[src/rtl/instr_pkg.sv]
// Shared RISC-V instruction/operand types used across the pipeline.
// The register file takes its address/data types and register count from here.
package instr;

    // Number of architectural integer registers (x0..x31).
    localparam int NUM_RV_REGS = 32;

    // Register specifier as carried by decode, issue and retire.
    typedef logic [4:0]  t_rv_reg_addr;

    // Integer register value.
    typedef logic [31:0] t_rv_reg_data;

endpackage : instr

[src/rtl/regfile_sb.sv]
// Pending-write scoreboard for the integer register file.
// One bit per architectural register marks an issued-but-not-retired writer.
// A same-cycle retire write to a source clears its hazard through the
// register file bypass, so it does not contribute to the stall.
module regfile_sb
    import instr::*;
#(
    parameter int NUM_REGS = NUM_RV_REGS
) (
    input  logic                clk,
    input  logic                reset_n,
    input  logic                sbset_rd0,
    input  t_rv_reg_addr        sbaddr_rd0,
    input  logic                wren_rb0,
    input  t_rv_reg_addr        wraddr_rb0,
    input  logic                rden0_rd0,
    input  t_rv_reg_addr        rdaddr0_rd0,
    input  logic                rden1_rd0,
    input  t_rv_reg_addr        rdaddr1_rd0,
    output logic                stall_rd0,
    output logic [NUM_REGS-1:0] pending
);

    logic [NUM_REGS-1:0] pending_q;
    logic [NUM_REGS-1:0] pending_d;
    logic [NUM_REGS-1:0] set_v;
    logic [NUM_REGS-1:0] clr_v;

    // x0 never has a pending writer: its bit is tied low.
    assign set_v[0]     = 1'b0;
    assign clr_v[0]     = 1'b0;
    assign pending_d[0] = 1'b0;

    // Per-register set/clear decode. Set wins over clear because the
    // issuing instruction is younger than the one retiring.
    genvar gi;
    generate
        for (gi = 1; gi < NUM_REGS; gi++) begin : g_bit
            assign set_v[gi]     = sbset_rd0 && (sbaddr_rd0 == t_rv_reg_addr'(gi));
            assign clr_v[gi]     = wren_rb0  && (wraddr_rb0 == t_rv_reg_addr'(gi));
            assign pending_d[gi] = set_v[gi] | (pending_q[gi] & ~clr_v[gi]);
        end
    endgenerate

    // Scoreboard state register.
    always_ff @(posedge clk or negedge reset_n) begin
        if (!reset_n) begin
            pending_q <= '0;
        end else begin
            pending_q <= pending_d;
        end
    end

    logic hazard0;
    logic hazard1;

    // RAW hazard per read port, masked by a same-cycle retire to that source.
    always_comb begin
        hazard0   = rden0_rd0 && pending_q[rdaddr0_rd0]
                    && !(wren_rb0 && (wraddr_rb0 == rdaddr0_rd0));
        hazard1   = rden1_rd0 && pending_q[rdaddr1_rd0]
                    && !(wren_rb0 && (wraddr_rb0 == rdaddr1_rd0));
        stall_rd0 = hazard0 | hazard1;
    end

    assign pending = pending_q;

`ifdef ASSERT
    // Protocol checks on the issue/retire handshake of the in-order core.
    always @(posedge clk) begin
        if (reset_n) begin
            if (wren_rb0 && (wraddr_rb0 != '0)) begin
                assert (pending_q[wraddr_rb0])
                    else $error("regfile_sb: retire to x%0d with no pending writer", wraddr_rb0);
            end
            if (sbset_rd0 && (sbaddr_rd0 != '0)) begin
                assert (!pending_q[sbaddr_rd0])
                    else $error("regfile_sb: second outstanding writer to x%0d", sbaddr_rd0);
            end
            assert (!(sbset_rd0 && stall_rd0))
                else $error("regfile_sb: issue while stalled");
        end
    end
`endif

endmodule : regfile_sb

[src/rtl/regfile.sv]
// Architectural integer register file with two registered read ports,
// one retire write port with same-cycle bypass, and a pending-write
// scoreboard driving the issue-stage RAW stall.
// XLEN is expected to match the width of t_rv_reg_data.
module regfile
    import instr::*;
#(
    parameter int NUM_REGS = NUM_RV_REGS,
    parameter int XLEN     = 32
) (
    input  logic                clk,
    input  logic                reset_n,
    input  logic                rden0_rd0,
    input  logic                rden1_rd0,
    input  t_rv_reg_addr        rdaddr0_rd0,
    input  t_rv_reg_addr        rdaddr1_rd0,
    output t_rv_reg_data        rddata0_rd1,
    output t_rv_reg_data        rddata1_rd1,
    input  logic                sbset_rd0,
    input  t_rv_reg_addr        sbaddr_rd0,
    output logic                stall_rd0,
    input  logic                wren_rb0,
    input  t_rv_reg_addr        wraddr_rb0,
    input  t_rv_reg_data        wrdata_rb0,
    output logic [NUM_REGS-1:0] pending
);

    // Storage: x0 is kept as a constant-zero entry so reads index uniformly.
    logic [XLEN-1:0]     regs_q [NUM_REGS];
    logic [NUM_REGS-1:0] wr_sel;

    assign wr_sel[0] = 1'b0;

    genvar gi;
    generate
        for (gi = 1; gi < NUM_REGS; gi++) begin : g_wsel
            assign wr_sel[gi] = wren_rb0 && (wraddr_rb0 == t_rv_reg_addr'(gi));
        end
    endgenerate

    // Architectural register write; writes to x0 are dropped by wr_sel[0].
    always_ff @(posedge clk or negedge reset_n) begin
        if (!reset_n) begin
            for (int i = 0; i < NUM_REGS; i++) begin
                regs_q[i] <= '0;
            end
        end else begin
            for (int i = 1; i < NUM_REGS; i++) begin
                if (wr_sel[i]) begin
                    regs_q[i] <= wrdata_rb0;
                end
            end
        end
    end

    t_rv_reg_data rddata0_q;
    t_rv_reg_data rddata0_d;
    t_rv_reg_data rddata1_q;
    t_rv_reg_data rddata1_d;
    logic         byp0;
    logic         byp1;

    // Read-port next data: x0 reads zero, a same-cycle retire to the source
    // is forwarded, otherwise storage; a disabled port holds its last value.
    always_comb begin
        byp0      = wren_rb0 && (wraddr_rb0 == rdaddr0_rd0);
        byp1      = wren_rb0 && (wraddr_rb0 == rdaddr1_rd0);
        rddata0_d = rddata0_q;
        rddata1_d = rddata1_q;
        if (rden0_rd0) begin
            if (rdaddr0_rd0 == '0) begin
                rddata0_d = '0;
            end else if (byp0) begin
                rddata0_d = wrdata_rb0;
            end else begin
                rddata0_d = regs_q[rdaddr0_rd0];
            end
        end
        if (rden1_rd0) begin
            if (rdaddr1_rd0 == '0) begin
                rddata1_d = '0;
            end else if (byp1) begin
                rddata1_d = wrdata_rb0;
            end else begin
                rddata1_d = regs_q[rdaddr1_rd0];
            end
        end
    end

    // Read-port output registers (rd0 request -> rd1 data).
    always_ff @(posedge clk or negedge reset_n) begin
        if (!reset_n) begin
            rddata0_q <= '0;
            rddata1_q <= '0;
        end else begin
            rddata0_q <= rddata0_d;
            rddata1_q <= rddata1_d;
        end
    end

    assign rddata0_rd1 = rddata0_q;
    assign rddata1_rd1 = rddata1_q;

    regfile_sb #(
        .NUM_REGS (NUM_REGS)
    ) u_sb (
        .clk         (clk),
        .reset_n     (reset_n),
        .sbset_rd0   (sbset_rd0),
        .sbaddr_rd0  (sbaddr_rd0),
        .wren_rb0    (wren_rb0),
        .wraddr_rb0  (wraddr_rb0),
        .rden0_rd0   (rden0_rd0),
        .rdaddr0_rd0 (rdaddr0_rd0),
        .rden1_rd0   (rden1_rd0),
        .rdaddr1_rd0 (rdaddr1_rd0),
        .stall_rd0   (stall_rd0),
        .pending     (pending)
    );

`ifdef SIMULATION
    // Trace every architectural write for debug.
    always @(posedge clk) begin
        if (reset_n && wren_rb0 && (wraddr_rb0 != '0)) begin
            $display("INFO regfile: x%0d <= 0x%08h", wraddr_rb0, wrdata_rb0);
        end
    end
`endif

endmodule : regfile

[config.mk]
export PLATFORM = sky130hd
export DESIGN_NAME = regfile
export DESIGN_NICKNAME = d
export VERILOG_FILES = /design/src/rtl/instr_pkg.sv /design/src/rtl/regfile_sb.sv /design/src/rtl/regfile.sv
export SDC_FILE = /design/constraint.sdc
export NUM_CORES = 2
export LEC_CHECK = 0
export CAP_MARGIN = 20
export CELL_PAD_IN_SITES_DETAIL_PLACEMENT = 2
export CELL_PAD_IN_SITES_GLOBAL_PLACEMENT = 2
export CORE_ASPECT_RATIO = 2
export CORE_MARGIN = 2
export CORE_UTILIZATION = 27
export CTS_CLUSTER_DIAMETER = 80
export DETAILED_ROUTE_END_ITERATION = 8
export HOLD_SLACK_MARGIN = 0.1
export PLACE_DENSITY = 0.49
export SYNTH_ARGS = -nofsm -noshare
export SYNTH_HDL_FRONTEND = slang
export SYNTH_SLANG_ARGS = --single-unit
[constraint.sdc]
create_clock -name clk -period 12.1 [get_ports clk]
set_input_delay 3.63 -clock clk [delete_from_list [all_inputs] [get_ports clk]]
set_output_delay 3.63 -clock clk [all_outputs]
set_load 0.005 [all_outputs]
== Yosys cells after proc, flatten, opt, wreduce, memory -nomap -nowiden ==
Cells that the tools add are included.
Word-level totals
  register bits: 1087
  bits of input ports: 58
Cells by class
  bitwise logic cells: 96
  eq/ne operators: 64
  muxes and demuxes: 14
  $lt $le $gt $ge: 4
  reduce and logical (&&, ||, !) cells: 72
Operator list (count)
  $bmux 32 s5: 2
  $mux 32: 8
  $eq 5x5->1 const B: 32
  $eq 5x4->1 const B: 16
  $logic_and 1x1->1: 68
  $eq 5x3->1 const B: 8
  $or 1x1->1: 32
  $and 1x1->1: 31
  $not 1->1: 31
  $eq 5x2->1 const B: 4
  $ge 6x6->1 const B: 2
  $lt 5x6->1 const B: 2
  $not 5->6: 2
  $bmux 1 s5: 2
  $eq 5x1->1 const B: 2
  $eq 5x5->1: 2
  $logic_not 5->1: 2
  $logic_not 1->1: 2
  $mux 1: 2

== Logic depth before layout (Yosys ltp) ==
  depth in word-level cells: 6
  mapped depth: 10
  gate-level depth less buffers: 5

== Modules after synthesis ==
Synthesis repeated with hierarchy kept, for this count alone.
Second synthesis, totals
  cell total of the unflattened synthesis: 4061
  area total of the unflattened synthesis: 58117.0 µm²
By module, submodules not included
  regfile: sequential area each 26425.3 µm², cells an instance 3860, area each 56072.5 µm², times used 1
  regfile_sb: sequential area each 775.7 µm², cells an instance 201, area each 2044.5 µm², times used 1

== Worst setup path after synthesis ==
OpenSTA, ideal clock, no wires.
  kind: input -> output
  start: input rdaddr0_rd0[0]
  end: output stall_rd0
  setup slack: 3.124 ns
  required time: 8.470 ns
  stages: 9
  data arrival time: 5.346 ns
  cell sequence: buf_6 buf_4 buf_2 buf_4 mux4_2 mux2i_1 nand3_1 nand4_1 o32ai_1
Between the ends
  longest elaborated chain between the ends: 5
Ends and longest elaborated chain
  start, declared: RTL line regfile.sv:15  | input t_rv_reg_addr rdaddr0_rd0,
  $bmux 1 s5 / $eq 5x5->1 (equally long branches): RTL line regfile_sb.sv:59, regfile_sb.sv:60
  $mux 1 (not written as such) / $logic_and 1x1->1 (equally long branches): RTL line regfile_sb.sv:59, regfile_sb.sv:60
  $logic_and 1x1->1 / $logic_not 1->1 (equally long branches): RTL line regfile_sb.sv:59, regfile_sb.sv:60
  $logic_and 1x1->1 (*): RTL line regfile_sb.sv:60  | && !(wren_rb0 && (wraddr_rb0 == rdaddr0_rd0));
  $or 1x1->1 (*): RTL line regfile_sb.sv:63  | stall_rd0 = hazard0 | hazard1;
  end, declared: RTL line regfile.sv:21  | output logic stall_rd0,
Mark *: on every way between the ends. The rest lies on a longest branch, timed or not. The select of a mux whose other input is x is not followed.

== Worst setup path in the final report ==
  start: input rdaddr1_rd0[3]
  end: output stall_rd0
Between the ends
  longest elaborated chain between the ends: 5
Ends and longest elaborated chain
  start, declared: RTL line regfile.sv:16  | input t_rv_reg_addr rdaddr1_rd0,
  $bmux 1 s5 / $eq 5x5->1 (equally long branches): RTL line regfile_sb.sv:61, regfile_sb.sv:62
  $mux 1 (not written as such) / $logic_and 1x1->1 (equally long branches): RTL line regfile_sb.sv:61, regfile_sb.sv:62
  $logic_and 1x1->1 / $logic_not 1->1 (equally long branches): RTL line regfile_sb.sv:61, regfile_sb.sv:62
  $logic_and 1x1->1 (*): RTL line regfile_sb.sv:62  | && !(wren_rb0 && (wraddr_rb0 == rdaddr1_rd0));
  $or 1x1->1 (*): RTL line regfile_sb.sv:63
Marks and branches as above.

==> out/qor.yml <==
outcome:
  outcome: "finished, final reports clean"
synthesis:
  syn_area_per_cell_um2: 14.6
  synthMuxAreaShare_pct: 40.9
  synth_top_family_by_area: "multiplexers"
  syn-num-nets: 4007
  synth_edf_count: 0
  yosysSeqAreaShare_pct: 47.2
  synth-simple-area-share_pct: 2.44
  ys_warn_count: 32
  postSynthCellCount: 3949
  synth_xor_area_share_pct: 0.152
  synth_top_area_cell: "dfrtp_1"
  synth-compound-area-share_pct: 5.94
  synth_top_area_share_pct: 47.2
  synth_cell_type_count: 55
  async_reset_ff_share_pct: 100
  synth_ff_type: "dfrtp_1"
  synth-adder-area-share_pct: 0
  synth-seq-cells: 1087
  synth.area.top_cells: "dfrtp_1 (47%), mux2_2 (22%), mux4_2 (16%)"
  syn_area_um2: 57600
floorplanning:
  fp.dieH_um: 657
  dieArea_um2: 217000
  die_width_um: 331
  core_um2: 212000
  io-pin-count: 155
  initial_core_util_pct: 27.2
  std_cell_rows: 239
setup_path:
  crit_top_cell: "clkdlybuf4s50_1"
  slowest_delay_ns: 1.11
  critPathKind: "input port to primary output"
  rr_worst_depth: 4
  worstPathMaxFanout: 18
  startpoint_type: "input port"
  cp_slowest_cell: "clkdlybuf4s50_1"
  crit_required_ns: 8.47
  critical_path_arrival_ns: 6.79
  worstPathCellList: "clkdlybuf4s50_1 -> mux4_2 -> nor2b_1 -> or4_1 -> and4_1 -> o32ai_1 -> clkdlybuf4s50_1"
  cp-end-kind: "primary output"
drt:
  wl_met3_um: 6640
  dr_total_vias: 37700
  routedWlPerCell_um: 36.7
  drtIter0Drc: 2155
  post_drt_via_cell_ratio: 5.58
  met2_wirelength_um: 132000
  highest_layer: "met5"
  wl_met1_um: 100000
  drc: 0
  drt_wl_total_um: 248000
  ant_nets: 0
  first_pass_iters: 5
finish:
  syn2layout_area_growth_pct: 14.6
  fin_util_pct: 31.1
  final_nets: 3961
  finalNonFillerCells: 6764
  layout_common_cells: "mux2_2 (1,129), dfrtp_1 (1,087), mux4_2 (419)"
  final_layout_size_suffix_gt1_share_pct: 47.8
  layout_commonest_cell: "mux2_2"
timing:
  whs_ns: 0.526
  fin_setup_tns_ns: 0
  setup_violations: 0
  finClkSkew_ns: 0.0196
  rsz0062_at_grt: "no"
  slew_violations: 0
  tightest_slew_ns: 1.19
  max_freq_mhz: 95.9
  hold_violations: 0
  period_minus_slack_ns: 10.42
  fin_crit_sh_pct: 86.1
  slew_headroom_pct: 20.8
clock_network:
  post_cts_buffers: 0
  cts_resized: 0
  max-clock-path-buffers: 3
  clk_latency_ns: 0.74
  cts_tree: "done"
  cts_hold_buf: 0
  cts.htree.levels: 3
  clock-root-buffer: "clkbuf_16"
  numCtsBuffers: 111
  clk_pin_slew_ns: 0.06
  clock_sinks: 1087
placed_design:
  dp_hpwl_um: 144000
  place_congestion: 0.757
  dpl.cell_count: 6561
  portBuffers: 153
hold_path:
  hold_class: "flip-flop to flip-flop"
  min_path_cells: 1
power:
  design_power_total_w: 0.0109
  powerDensity_nw_per_um2: 166
  power_leakage_nw: 27.6
  vdd_drop_max_mv: 0.121
global_routing:
  grt_usage_pct: 23.0
  grt_pass1_vias: 43000
  grt_pass1_wl_um: 353000
  grt_start_max_net_pins: 151
  grt_overflow: 0
  antenna_found_initial: 11
job:
  max_cap_viol_count: 0
[worst max-delay path, delay by kind of cell]
family | cells | cell delay (ns)
buf+inv | 2 | 1.68
mux | 1 | 0.37
simple gates | 3 | 0.76
compound gates | 1 | 0.34
[area by class of cell]
class | instances | area [um2]
repair buffers | 277 | 2770
inverters | 18 | 70.1
flip-flops and latches | 1087 | 27200
clock buffers | 159 | 3270
clock inverters | 41 | 454
multi-input cells | 2408 | 28800
well taps | 2771 | 3470
fillers | 21400 | 146000
diodes | 3 | 7.51
[power by group]
part	internal (W)	switching, W
sequential	0.00434	0.000597
clock	0.00206	0.00162
combinational	0.00136	0.000952
[cell usage after synthesis (3+ instances only)]
| master | number |
|---|---|
| buf_4 | 13 |
| o32ai_1 | 3 |
| nor2b_1 | 64 |
| nor3_1 | 38 |
| inv_1 | 15 |
| o211ai_1 | 34 |
| and3_1 | 14 |
| or4_1 | 4 |
| a21oi_1 | 34 |
| a211o_1 | 21 |
| a22oi_1 | 56 |
| buf_2 | 86 |
| xnor2_1 | 4 |
| a21boi_0 | 11 |
| buf_1 | 55 |
| mux2_2 | 1129 |
| a32oi_1 | 22 |
| buf_12 | 3 |
| nor4_1 | 3 |
| o21ai_0 | 34 |
| nand4_1 | 13 |
| o2111ai_1 | 28 |
| o22ai_1 | 53 |
| a22o_1 | 11 |
| mux4_2 | 419 |
| nand4b_1 | 3 |
| nor2_1 | 23 |
| xor2_1 | 6 |
| buf_6 | 3 |
| a2bb2oi_1 | 10 |
| dfrtp_1 | 1087 |
| clkbuf_1 | 276 |
| mux4_1 | 10 |
| o221ai_1 | 49 |
| mux2i_1 | 118 |
| nand2_1 | 77 |
| a211oi_1 | 21 |
| a221o_1 | 32 |
| nand3_1 | 16 |
| clkinv_1 | 3 |
| nand2b_1 | 8 |
| a221oi_1 | 22 |
[flip-flops by register name, summed over array words and instances (netlist names)]
register / count
rddata0_rd1: 32
rddata1_rd1: 32
regs_q: 992
u_sb.pending: 31
[metrics by stage]
step,cell area [um2],setup slack (ns)
4_1_cts,66000,1.67
3_3_place_gp,62100,1.71
6_report,66000,1.68
3_5_place_dp,62300,1.66
5_1_grt,66000,1.47
2_1_floorplan,57600,3.12
[path summary, 6_finish.rpt]
kind | from | endpoint | slack, ns
worst max register to register | regs_q[584] | rddata0_rd1[8] | 10.07
worst min-delay path | regs_q[627] | regs_q[627] | 0.53
max in group asynchronous | reset_n | u_sb.pending[12] | 6.84
worst max-delay path | rdaddr1_rd0[3] | stall_rd0 | 1.68
worst min register to register | regs_q[627] | regs_q[627] | 0.53
min in group asynchronous | reset_n | regs_q[234] | 2.86
[per-layer routing]
metal	GRT usage [%]	vias to the layer above
met5	0	-
met4	7.45	4
met3	2.06	297
met2	41.9	721
met1	28.1	21500
li1	-	15200
[kinds of logic after synthesis]
logic type | after synthesis
buffers and inverters | 454
AOI/OAI and AO/OA | 449
and+or+nand+nor | 272
other | 1
xor gates and xnor gates | 10
muxes | 1676
DFF | 1087
No activity file was read; power rests on OpenSTA's default activity.
